==> src/rtl/arb_pkg.sv <==
`default_nettype none
// +--------------------------------------------------------------------+
// | arb_pkg : shared arbiter/grant-mux FSM states and index helper      |
// | Rev 1.0                                                             |
// +--------------------------------------------------------------------+
package arb_pkg;

  typedef enum logic [1:0] {
    S_IDLE  = 2'd0,
    S_XFER  = 2'd1,
    S_DRAIN = 2'd2
  } state_e;

  // A single port still needs a one-bit index to keep vectors legal.
  function automatic int idx_width(input int n);
    return (n > 1) ? $clog2(n) : 1;
  endfunction

endpackage
`default_nettype wire

==> src/rtl/onehot_to_index.sv <==
`default_nettype none
// +--------------------------------------------------------------------+
// | onehot_to_index : grant vector -> binary index, one-hot/zero flags  |
// | Rev 1.0                                                             |
// +--------------------------------------------------------------------+
module onehot_to_index
  import arb_pkg::*;
#(
  parameter  int PORTS = 2,
  localparam int IDX_W = idx_width(PORTS)
) (
  input  logic [PORTS-1:0] i_vec,
  output logic [IDX_W-1:0] o_index,
  output logic             o_onehot,
  output logic             o_zero
);

  // OR-reduction of set-bit positions; exact whenever the vector is one-hot.
  always_comb begin
    o_index = '0;
    for (int k = 0; k < PORTS; k++) begin
      if (i_vec[k]) o_index = o_index | IDX_W'(k);
    end
  end

  assign o_zero   = (i_vec == '0);
  assign o_onehot = !o_zero && ((i_vec & (i_vec - PORTS'(1))) == '0);

endmodule
`default_nettype wire

==> src/rtl/grant_mux.sv <==
`default_nettype none
// +--------------------------------------------------------------------+
// | grant_mux : packet mux locked to an arbiter grant, 1-deep out reg   |
// | Rev 1.0                                                             |
// +--------------------------------------------------------------------+
module grant_mux
  import arb_pkg::*;
#(
  parameter int PORTS  = 2,
  parameter int DATA_W = 8
) (
  input  logic                     i_clk,
  input  logic                     i_rstn,
  input  logic [PORTS-1:0]         i_grant,
  input  logic [PORTS-1:0]         i_valid,
  input  logic [PORTS*DATA_W-1:0]  i_data,
  input  logic [PORTS-1:0]         i_last,
  output logic [PORTS-1:0]         o_ready,
  output logic                     o_valid,
  output logic [DATA_W-1:0]        o_data,
  output logic                     o_last,
  input  logic                     i_ready,
  output logic                     o_busy,
  output logic                     o_done,
  output logic                     o_err
);

  localparam int IDX_W = idx_width(PORTS);

  state_e              state_q, state_d;
  logic [IDX_W-1:0]    sel_q, sel_d;
  logic                valid_q, valid_d;
  logic [DATA_W-1:0]   data_q, data_d;
  logic                last_q, last_d;
  logic                done_q, done_d;
  logic                err_q, err_d;

  logic [IDX_W-1:0]    grant_idx;
  logic                grant_onehot;
  logic                grant_zero;
  logic                ready_sel;
  logic                in_hs;
  logic                out_hs;

  onehot_to_index #(.PORTS(PORTS)) u_idx (
    .i_vec    (i_grant),
    .o_index  (grant_idx),
    .o_onehot (grant_onehot),
    .o_zero   (grant_zero)
  );

  assign ready_sel = !valid_q || i_ready;
  assign in_hs     = (state_q == S_XFER) && i_valid[sel_q] && ready_sel;
  assign out_hs    = valid_q && i_ready;

  always_comb begin
    o_ready = '0;
    if (state_q == S_XFER) o_ready[sel_q] = ready_sel;
  end

  always_comb begin
    state_d = state_q;
    sel_d   = sel_q;
    valid_d = valid_q;
    data_d  = data_q;
    last_d  = last_q;
    done_d  = 1'b0;
    err_d   = err_q;

    // A load takes priority over a drain so back-to-back beats leave no bubble.
    if (in_hs) begin
      valid_d = 1'b1;
      data_d  = i_data[int'(sel_q)*DATA_W +: DATA_W];
      last_d  = i_last[sel_q];
    end else if (out_hs) begin
      valid_d = 1'b0;
    end

    unique case (state_q)
      S_IDLE: begin
        if (grant_onehot) begin
          sel_d   = grant_idx;
          state_d = S_XFER;
        end else if (!grant_zero) begin
          err_d = 1'b1;
        end
      end
      S_XFER: begin
        if (in_hs && i_last[sel_q]) state_d = S_DRAIN;
      end
      S_DRAIN: begin
        if (out_hs && last_q) begin
          state_d = S_IDLE;
          done_d  = 1'b1;
        end
      end
      default: state_d = S_IDLE;
    endcase
  end

  always_ff @(posedge i_clk or negedge i_rstn) begin
    if (!i_rstn) begin
      state_q <= S_IDLE;
      sel_q   <= '0;
      valid_q <= 1'b0;
      data_q  <= '0;
      last_q  <= 1'b0;
      done_q  <= 1'b0;
      err_q   <= 1'b0;
    end else begin
      state_q <= state_d;
      sel_q   <= sel_d;
      valid_q <= valid_d;
      data_q  <= data_d;
      last_q  <= last_d;
      done_q  <= done_d;
      err_q   <= err_d;
    end
  end

  assign o_valid = valid_q;
  assign o_data  = data_q;
  assign o_last  = last_q;
  assign o_busy  = (state_q != S_IDLE);
  assign o_done  = done_q;
  assign o_err   = err_q;

endmodule
`default_nettype wire

==> config.mk <==
export PLATFORM = sky130hd
export DESIGN_NAME = grant_mux
export DESIGN_NICKNAME = d
export VERILOG_FILES = /design/src/rtl/arb_pkg.sv /design/src/rtl/onehot_to_index.sv /design/src/rtl/grant_mux.sv
export SDC_FILE = /design/constraint.sdc
export NUM_CORES = 1
export LEC_CHECK = 0
export BUFFER_PORTS_ARGS = -buffer_cell sky130_fd_sc_hd__buf_2
export CAP_MARGIN = 10
export CORE_MARGIN = 5
export CORE_UTILIZATION = 40
export CTS_CLUSTER_DIAMETER = 50
export CTS_CLUSTER_SIZE = 20
export DETAILED_ROUTE_END_ITERATION = 10
export PLACE_DENSITY = 0.73
export SLEW_MARGIN = 20
export SYNTH_ARGS = -nofsm -noshare
export SYNTH_HDL_FRONTEND = slang
export SYNTH_SLANG_ARGS = --single-unit
==> constraint.sdc <==
create_clock -name i_clk -period 1.8 [get_ports i_clk]
set_input_delay 0.54 -clock i_clk [delete_from_list [all_inputs] [get_ports i_clk]]
set_output_delay 0.54 -clock i_clk [all_outputs]
set_load 0.02 [all_outputs]
==> Word-level counts from Yosys, hierarchy flattened <==
Cells that the tools add are included.
{ "classes": {"n_addsub": 1, "n_mul": 0, "div": 0, "magnitude_cmp": 2, "n_eq_ne": 5, "shift": 1, "mux": 16, "n_bitwise": 4, "reduce_logical": 18} }
{ "ops": {"columns": ["cell", "n"], "rows": [
  ["$shiftx 16x5->8", 1],
  ["$mux 1", 10],
  ["$mux 2", 4],
  ["$logic_and 1x1->1", 7],
  ["$logic_not 2->1", 3],
  ["$pmux 2 s3", 1],
  ["$reduce_and 3->1", 2],
  ["$and 2x2->2", 2],
  ["$ne 2x2->1 const B", 2],
  ["$reduce_bool 2->1", 2],
  ["$eq 2x1->1 const B", 1],
  ["$eq 2x2->1 const B", 1],
  ["$logic_not 1->1", 2],
  ["$lt 1x2->1 const B", 1],
  ["$ne 2x1->1 const B", 1],
  ["$not 1->1", 2],
  ["$reduce_and 2->1", 1],
  ["$sub 2x1->2 const B", 1],
  ["$demux 1 s1", 1],
  ["$ge 1x1->1 const B", 1],
  ["$logic_or 1x1->1", 1]
]} }
{ "totals": {"ff_bits": 15, "latch_bits": 0, "mem_bits_rw": 0, "rom_bits": 0, "wordCells": 54, "mem_count": 0} }

==> Longest topological paths before layout <==
Gate-level depths: netlist (run 1).
{ "logic_depth": {"ltp_word": 7, "ltp_mapped": 4, "ltp_nobuf": 3} }

==> Hierarchy <==
Synthesis (run 1) repeated with hierarchy kept, for this count alone.
{ "hier_totals": {"cells_unflattened": 59, "area_unflattened_um2": 740.7} }
{ "by_module_without_submodules": {"columns": ["mod", "n_inst", "cells_per_inst", "area_each_um2", "seq_area_each_um2"], "rows": [
  ["grant_mux", 1, 55, 713.2, 375.4],
  ["onehot_to_index", 1, 4, 27.5, 0.0]
]} }

==> Worst setup path after synthesis (run 1) <==
No wires, ideal clock.
{ "synth_timing": {"path_type": "register to output", "start": "reg valid_q, in the netlist o_valid", "end": "out o_ready[1]", "arrival_time_ns": 1.216, "required_ns": 1.260, "setup_slack_ns": 0.044, "path_stages_with_launch": 3, "path_buffers": 0, "path_cell_list": "dfrtp_1 -> nor2b_1 -> nor3b_1"} }
{ "synth_via": {"elab_chain_cells": 4} }
{ "synth_lines": {"columns": ["element", "line_no", "rtl"], "rows": [
  ["start, declared", "grant_mux.sv:32", "logic valid_q, valid_d;"],
  ["start signal, assigned", "grant_mux.sv:113", "valid_q <= valid_d;"],
  ["$logic_not 1->1", "grant_mux.sv:52", "assign ready_sel = !valid_q || i_ready;"],
  ["$logic_or 1x1->1", "grant_mux.sv:52", null],
  ["$and 2x2->2 (no source line)", null, null],
  ["$mux 2", "grant_mux.sv:58", "if (state_q == S_XFER) o_ready[sel_q] = ready_sel;"],
  ["end, declared", "grant_mux.sv:18", "output logic [PORTS-1:0] o_ready,"]
]} }
Every way passes these cells.

==> Worst setup path in the final report (run 1) <==
{ "layout_timing": {"start": "reg state_q[1]", "end": "out o_busy"} }
{ "layout_via": {"elab_chain_cells": 1} }
{ "layout_lines": {"columns": ["element", "line_no", "rtl"], "rows": [
  ["start, declared", "grant_mux.sv:30", "state_e state_q, state_d;"],
  ["start signal, assigned", "grant_mux.sv:111", "state_q <= state_d;"],
  ["$reduce_bool 2->1", "grant_mux.sv:124", "assign o_busy = (state_q != S_IDLE);"],
  ["end, declared", "grant_mux.sv:23", "output logic o_busy,"]
]} }
Every way passes these cells.

==> flow_metrics.tcl, run 1 <==
set metrics [dict create \
    cp_slowest_cell "dfrtp_1" \
    path_cells "buf_4 > nor2_1 > inv_1 > buf_2" \
    synth_nets 81 \
    synth-xor-area-share_pct 0 \
    worst_pin_slew_ns 0.515 \
    post-route-drc-count 0 \
    final_nets 128 \
    netlist.area_leader.share_pct 51.7 \
    num_vias 587 \
    yosysMostFrequentCell "mux2_2" \
    p_clk_share_pct 10.3 \
    dpl.cell_count 120 \
    synthesis.area_um2 726 \
    worstReg2RegStart "o_valid" \
    async_flop_share_pct 100 \
    p_int_w 0.00108 \
    outcome "finished, final reports clean" \
    synth_commonest_cells "mux2_2 (17), dfrtp_1 (15), inv_1 (3)" \
    die_x_um 52.6 \
    multiInputGateArea_um2 349 \
    rows 15 \
    final_antenna_net_count 0 \
    crit_path_max_incr_delay_ns 0.41 \
    endpoint "o_busy" \
    seq_area_um2 377 \
    critPathKind "register to output pin" \
    fin_crit_sh_pct 96.9 \
    cts_root_buffer "clkbuf_4" \
    yosys_register_bits 15 \
    fill_cells 157 \
    overflow 0 \
    die_h_um 52.6 \
    crit_arrival_ns 1.20 \
    syn_avg_cell_area_um2 13.2 \
    slew_headroom_pct 65.4 \
    max_freq_ghz 0.573 \
    combPwrFrac_pct 55.6 \
    diodes 0 \
    p_sw_share_pct 40.4 \
    post-dp-hpwl_um 1240 \
    clock-sinks 15 \
    numPortBuffers 39 \
    cp-start-kind "register" \
    coreArea_mm2 0.00173 \
    hp-class "input port to asynchronous set/reset pin" \
    hold_viol_final 0 \
    wl_um 1560 \
    switchingPower_w 0.000729 \
    synth_area_leader_cell "dfrtp_1" \
    drive_gt1_share_pct 69.3 \
    htreeDepth 1 \
    setup.worst_path.start "state_q[1]" \
    yosys_warnings 0 \
    irDropWorstVdd_mv 0.796 \
    antenna_found_initial 0 \
    fin_skew_ns 0.00676 \
    firstDrtPassIters 3 \
    powerDensity_mw_per_mm2 1760 \
    hold_buffers 0 \
    drv_slew 0 \
    ys_types 18 \
    grt_max_degree 16 \
    synth_top_family_by_area "multiplexers" \
    reg2reg_slack_ns 0.18 \
    fin_tns_setup_ns 0 \
    power.total_w 0.00180 \
    cellLeakagePower_nw 0.507 \
    crit_path_end_kind "output pin" \
    instances_no_fill 126 \
    synth_compound_area_share_pct 4.31 \
    clk_pin_slew_ns 0.09 \
    synth_simple_gate_area_share_pct 10.5 \
    worstSkewPairLatency_ns 0.28 \
    via_per_inst 4.66 \
    grt_pass1_wl_um 2330 \
    grt_usage_pct 11.9 \
    dieArea_mm2 0.00277 \
    seq_area_frac_synth_pct 51.7 \
    setup_viol 0 \
    cts_tree "yes" \
    worstPathMaxFanout 3 \
    r2r_cells 4 \
    area_delta_synth_final_pct 41.0 \
    io_pins 40 \
    r2r-end "o_data[7]" \
    place_congestion 0.787 \
    synth_area_leaders "dfrtp_1 (52%), mux2_2 (26%), mux2i_1 (2.8%)" \
    synth_cells 55 \
    dp_slack_ns 0.0254 \
    synth_fa_ha_area_share_pct 1.72 \
    grt_pass1_vias 561 \
    start_util_pct 42.0 \
    period_needed_ns 1.74 \
    synth_top_flop_cell "dfrtp_1" \
    max_cap_violations 0 \
    synth_edf_count 0 \
    drt_iter0_drc 6 \
    synthMuxAreaShare_pct 29.1 \
    clock_path_buffers 2 \
    pwr-share-seq_pct 34.1 \
    wl_per_cell_um 12.4 \
    worst_slack_ns 0.0557 \
    crit_required_ns 1.26 \
    numCtsBuffers 3 \
]
-- cells in the final DEF, fill, tap and decap left out, types with 2 or more instances in the layout --
cell type	instances
dfrtp_1	14
o21bai_1	2
buf_4	5
clkbuf_4	3
buf_2	38
inv_1	3
mux2i_1	2
mux2_2	17
nor2_1	2
-- power by group through the flow --
stage	Sequential [W]	Combinational, W	Clock (W)
final	0.000615	0.00100	0.000187
after global routing	0.000636	0.00107	0.000213
after CTS	0.000615	0.000960	0.000195
after detailed placement	0.000614	0.000926	0
after global placement	0.000612	0.000908	0
after floorplan	0.000738	0.000520	0
-- sequential cells by signal, summed over array words and instances (netlist names) --
register  count
o_data        8
state_q       2
o_done        1
o_err         1
o_last        1
o_valid       1
sel_q         1
-- critical path: cells and delay by family, from the launching register on --
kind / cells / cell delay (ns)
DFF: 1 / 0.41
and+or+nand+nor: 1 / 0.16
buffers and inverters: 3 / 0.35
-- stage by stage --
step	util [%]	area [um^2]	hold slack, ns
4_1_cts	58.0	1000	0.141
3_5_place_dp	55.6	960	0.454
5_1_grt	59.3	1020	0.151
3_3_place_gp	55.6	960	0.434
2_1_floorplan	-	726	0.244
6_report	59.3	1020	0.140
-- area by class of cell --
class,instances,share of cell area (%)
flip-flops and latches,15,36.8
multi-input cells,36,34.1
repair buffers,43,22.2
well taps,25,3.06
clock buffers,3,2.20
inverters,3,1.10
clock inverters,1,0.489
-- logic make-up after synthesis --
family          count (synthesis)
mux                            19
flops                          15
simple gates                   12
compound gates                  4
buf+inv                         4
fa+ha+maj                       1
-- how the worst min path moves through the flow --
stage / from / end / slack, ns / cells after the start
4_1_cts: i_rstn / o_data[1] / 0.14 / 1
2_1_floorplan: i_rstn / o_data[0] / 0.24 / 0
5_1_grt: i_rstn / o_data[4] / 0.15 / 1
6_report: i_rstn / o_data[1] / 0.14 / 1
3_5_place_dp: o_err / o_err / 0.45 / 1
3_3_place_gp: o_err / o_err / 0.43 / 1
-- routing by layer --
metal | vias to the layer above | share of wire, % | GRT usage (%) | wire length, um
met3 | 2 | 4.2 | 2.85 | 66
met1 | 281 | 40 | 13.2 | 625
met4 | 0 | 1.3 | 8.94 | 21
li1 | 289 | - | - | -
met5 | - | 0 | 0 | 0
met2 | 15 | 54 | 19.4 | 850
-- repair_timing --
action | 4_1_cts | 5_1_grt
endpoints found under the setup margin | 2 | 2
setup buffers | 0 | 2
gates resized for setup | 4 | 2
pin swaps | 0 | 2
(Power assumes the default switching activity.)
==> run 2, diff against run 1 <==
--- a/config.mk
+++ b/config.mk
@@ -7,12 +7,14 @@
 export LEC_CHECK = 0
 export BUFFER_PORTS_ARGS = -buffer_cell sky130_fd_sc_hd__buf_2
 export CAP_MARGIN = 10
+export CELL_PAD_IN_SITES_DETAIL_PLACEMENT = 0
+export CELL_PAD_IN_SITES_GLOBAL_PLACEMENT = 1
 export CORE_MARGIN = 5
-export CORE_UTILIZATION = 40
+export CORE_UTILIZATION = 32
 export CTS_CLUSTER_DIAMETER = 50
 export CTS_CLUSTER_SIZE = 20
 export DETAILED_ROUTE_END_ITERATION = 10
-export PLACE_DENSITY = 0.73
+export PLACE_DENSITY_LB_ADDON = 0.1
 export SLEW_MARGIN = 20
 export SYNTH_ARGS = -nofsm -noshare
 export SYNTH_HDL_FRONTEND = slang
==> constraint.sdc (replaced) <==
create_clock -name i_clk -period 1.8 [get_ports i_clk]
set_input_delay 0.36 -clock i_clk [delete_from_list [all_inputs] [get_ports i_clk]]
set_output_delay 0.36 -clock i_clk [all_outputs]
set_load 0.02 [all_outputs]
==> run 2 against run 1 <==
Effect of this change:
- worst setup slack better by 0.047 ns
- cell count up 0.79%
- combinational power down 6%
- wire length down 0.96%
- largest power group unchanged
==> flow_metrics.tcl, run 2 (synthesized netlist as in run 1, its figures left out) <==
set metrics [dict create \
    place_congestion 0.725 \
    post-route-drc-count 0 \
    clk_pin_slew_ns 0.08 \
    largest_reg_flops 8 \
    critPathKind "register to output pin" \
    final_antenna_net_count 0 \
    grt_max_degree 16 \
    cellLeakagePower_nw 0.490 \
    worstSkewPairLatency_ns 0.27 \
    grt_pass1_vias 591 \
    overflow 0 \
    via_per_inst 4.75 \
    cts_tree "yes" \
    dpl.cell_count 122 \
    multiInputGateArea_um2 339 \
    outcome "finished, final reports clean" \
    placed_area_um2 956 \
    max_freq_ghz 0.589 \
    crit_required_ns 1.44 \
    reg2reg_slack_ns 0.20 \
    fin_skew_ns 0.00186 \
    worstPathMaxFanout 5 \
    drive_gt1_share_pct 64.6 \
    powerDensity_mw_per_mm2 1710 \
    cp_slowest_cell "nor2b_1" \
    hold_viol_final 0 \
    crit_path_max_incr_delay_ns 0.42 \
    final_common_cell "buf_2" \
    firstDrtPassIters 2 \
    rsz0062_at_grt "no" \
    clock_path_buffers 2 \
    hold_start "i_grant[1]" \
    fill_cells 218 \
    instances_no_fill 127 \
    wl_per_cell_um 12.2 \
    die_h_um 57.6 \
    hp-class "input port to register" \
    clock-sinks 15 \
    drv_slew 0 \
    die_x_um 57.6 \
    grt_usage_pct 9.81 \
    num_vias 603 \
    r2r-end "o_data[5]" \
    irDropWorstVdd_mv 0.739 \
    holdPathStages 2 \
    antenna_found_initial 0 \
    area_delta_synth_final_pct 37.8 \
    coreArea_mm2 0.00219 \
    max_cap_violations 0 \
    final_core_util_pct 45.6 \
    postCtsSetupBuffers 0 \
    path_cells "nor2b_1 > nor3_1 > buf_2" \
    setup.worst_path.start "o_valid" \
    htreeDepth 1 \
    layout_common_cells "buf_2 (39), mux2_2 (17), dfrtp_1 (15)" \
    seq_area_um2 375 \
    crit_arrival_ns 1.34 \
    r2r_cells 3 \
    start_util_pct 33.1 \
    drt_iter0_drc 2 \
    slew_headroom_pct 68.6 \
    cts_root_buffer "clkbuf_4" \
    post-dp-hpwl_um 1210 \
    numPortBuffers 39 \
    crit_path_end_kind "output pin" \
    cp-start-kind "register" \
    numCtsBuffers 3 \
    fin_tns_setup_ns 0 \
    period_needed_ns 1.70 \
    design_area_um2 1000 \
    diodes 0 \
    worst_pin_slew_ns 0.457 \
    setup_viol 0 \
    wl_um 1550 \
    dieArea_mm2 0.00332 \
    min_to "sel_q" \
    worstReg2RegStart "state_q[1]" \
    rows 17 \
    io_pins 40 \
    grt_pass1_wl_um 2520 \
    final_nets 126 \
    fin_crit_sh_pct 94.3 \
]
## run 2: how the worst max path moves through the flow
| stage | endpoint | slack, ns | cells past startpoint |
|---|---|---|---|
| floorplan | o_ready[1] | 0.22 | 2 |
| global placement | o_data[2] | 0.22 | 3 |
| detailed placement | o_data[2] | 0.17 | 3 |
| CTS | o_ready[1] | 0.08 | 3 |
| global route | o_ready[1] | 0.02 | 3 |
| finish | o_ready[0] | 0.10 | 3 |
## run 2: final cells by class
type	count	share of cell area, %
Clock buffer	4	2.63
Inverter	3	1.13
Multi-Input combinational cell	36	33.9
Sequential cell	15	37.5
Tap cell	28	3.50
Timing Repair Buffer	41	21.3
## run 2: stage by stage
stage          total power, W  setup slack (ns)  hold WS (ns)
4_1_cts               0.00173            0.0779         0.325
6_report              0.00171             0.103         0.334
3_5_place_dp          0.00154             0.165         0.291
3_3_place_gp          0.00153             0.216         0.288
5_1_grt               0.00184            0.0159         0.337
2_1_floorplan         0.00126             0.224        0.0644
## run 2: critical path, delay by kind of cell (launching register included)
family,cells,cell delay (ns)
and+or+nand+nor,2,0.51
DFF,1,0.37
buffers and inverters,1,0.18
## run 2: timing repair
action | 4_1_cts | 5_1_grt
hold buffers | 1 | 0
gates resized for setup | 0 | 2
endpoints found under the setup margin | 0 | 1
hold endpoints to repair | 15 | 0
## run 2: layer usage
metal  vias up  wire length, um  part of all wire (%)  GRT usage, %
met5         -                0                     0             0
met4         0               17                   1.1          1.99
met3         2              161                    10          4.90
met2        24              737                    48          17.1
met1       288              632                    41          10.7
li1        289                -                     -             -
## run 2: power by group
group	internal (W)	total (W)	switching (W)
clock network	0.0000858	0.000184	0.0000983
logic	0.000437	0.000941	0.000504
registers	0.000493	0.000586	0.0000930
total	0.00102	0.00171	0.000696
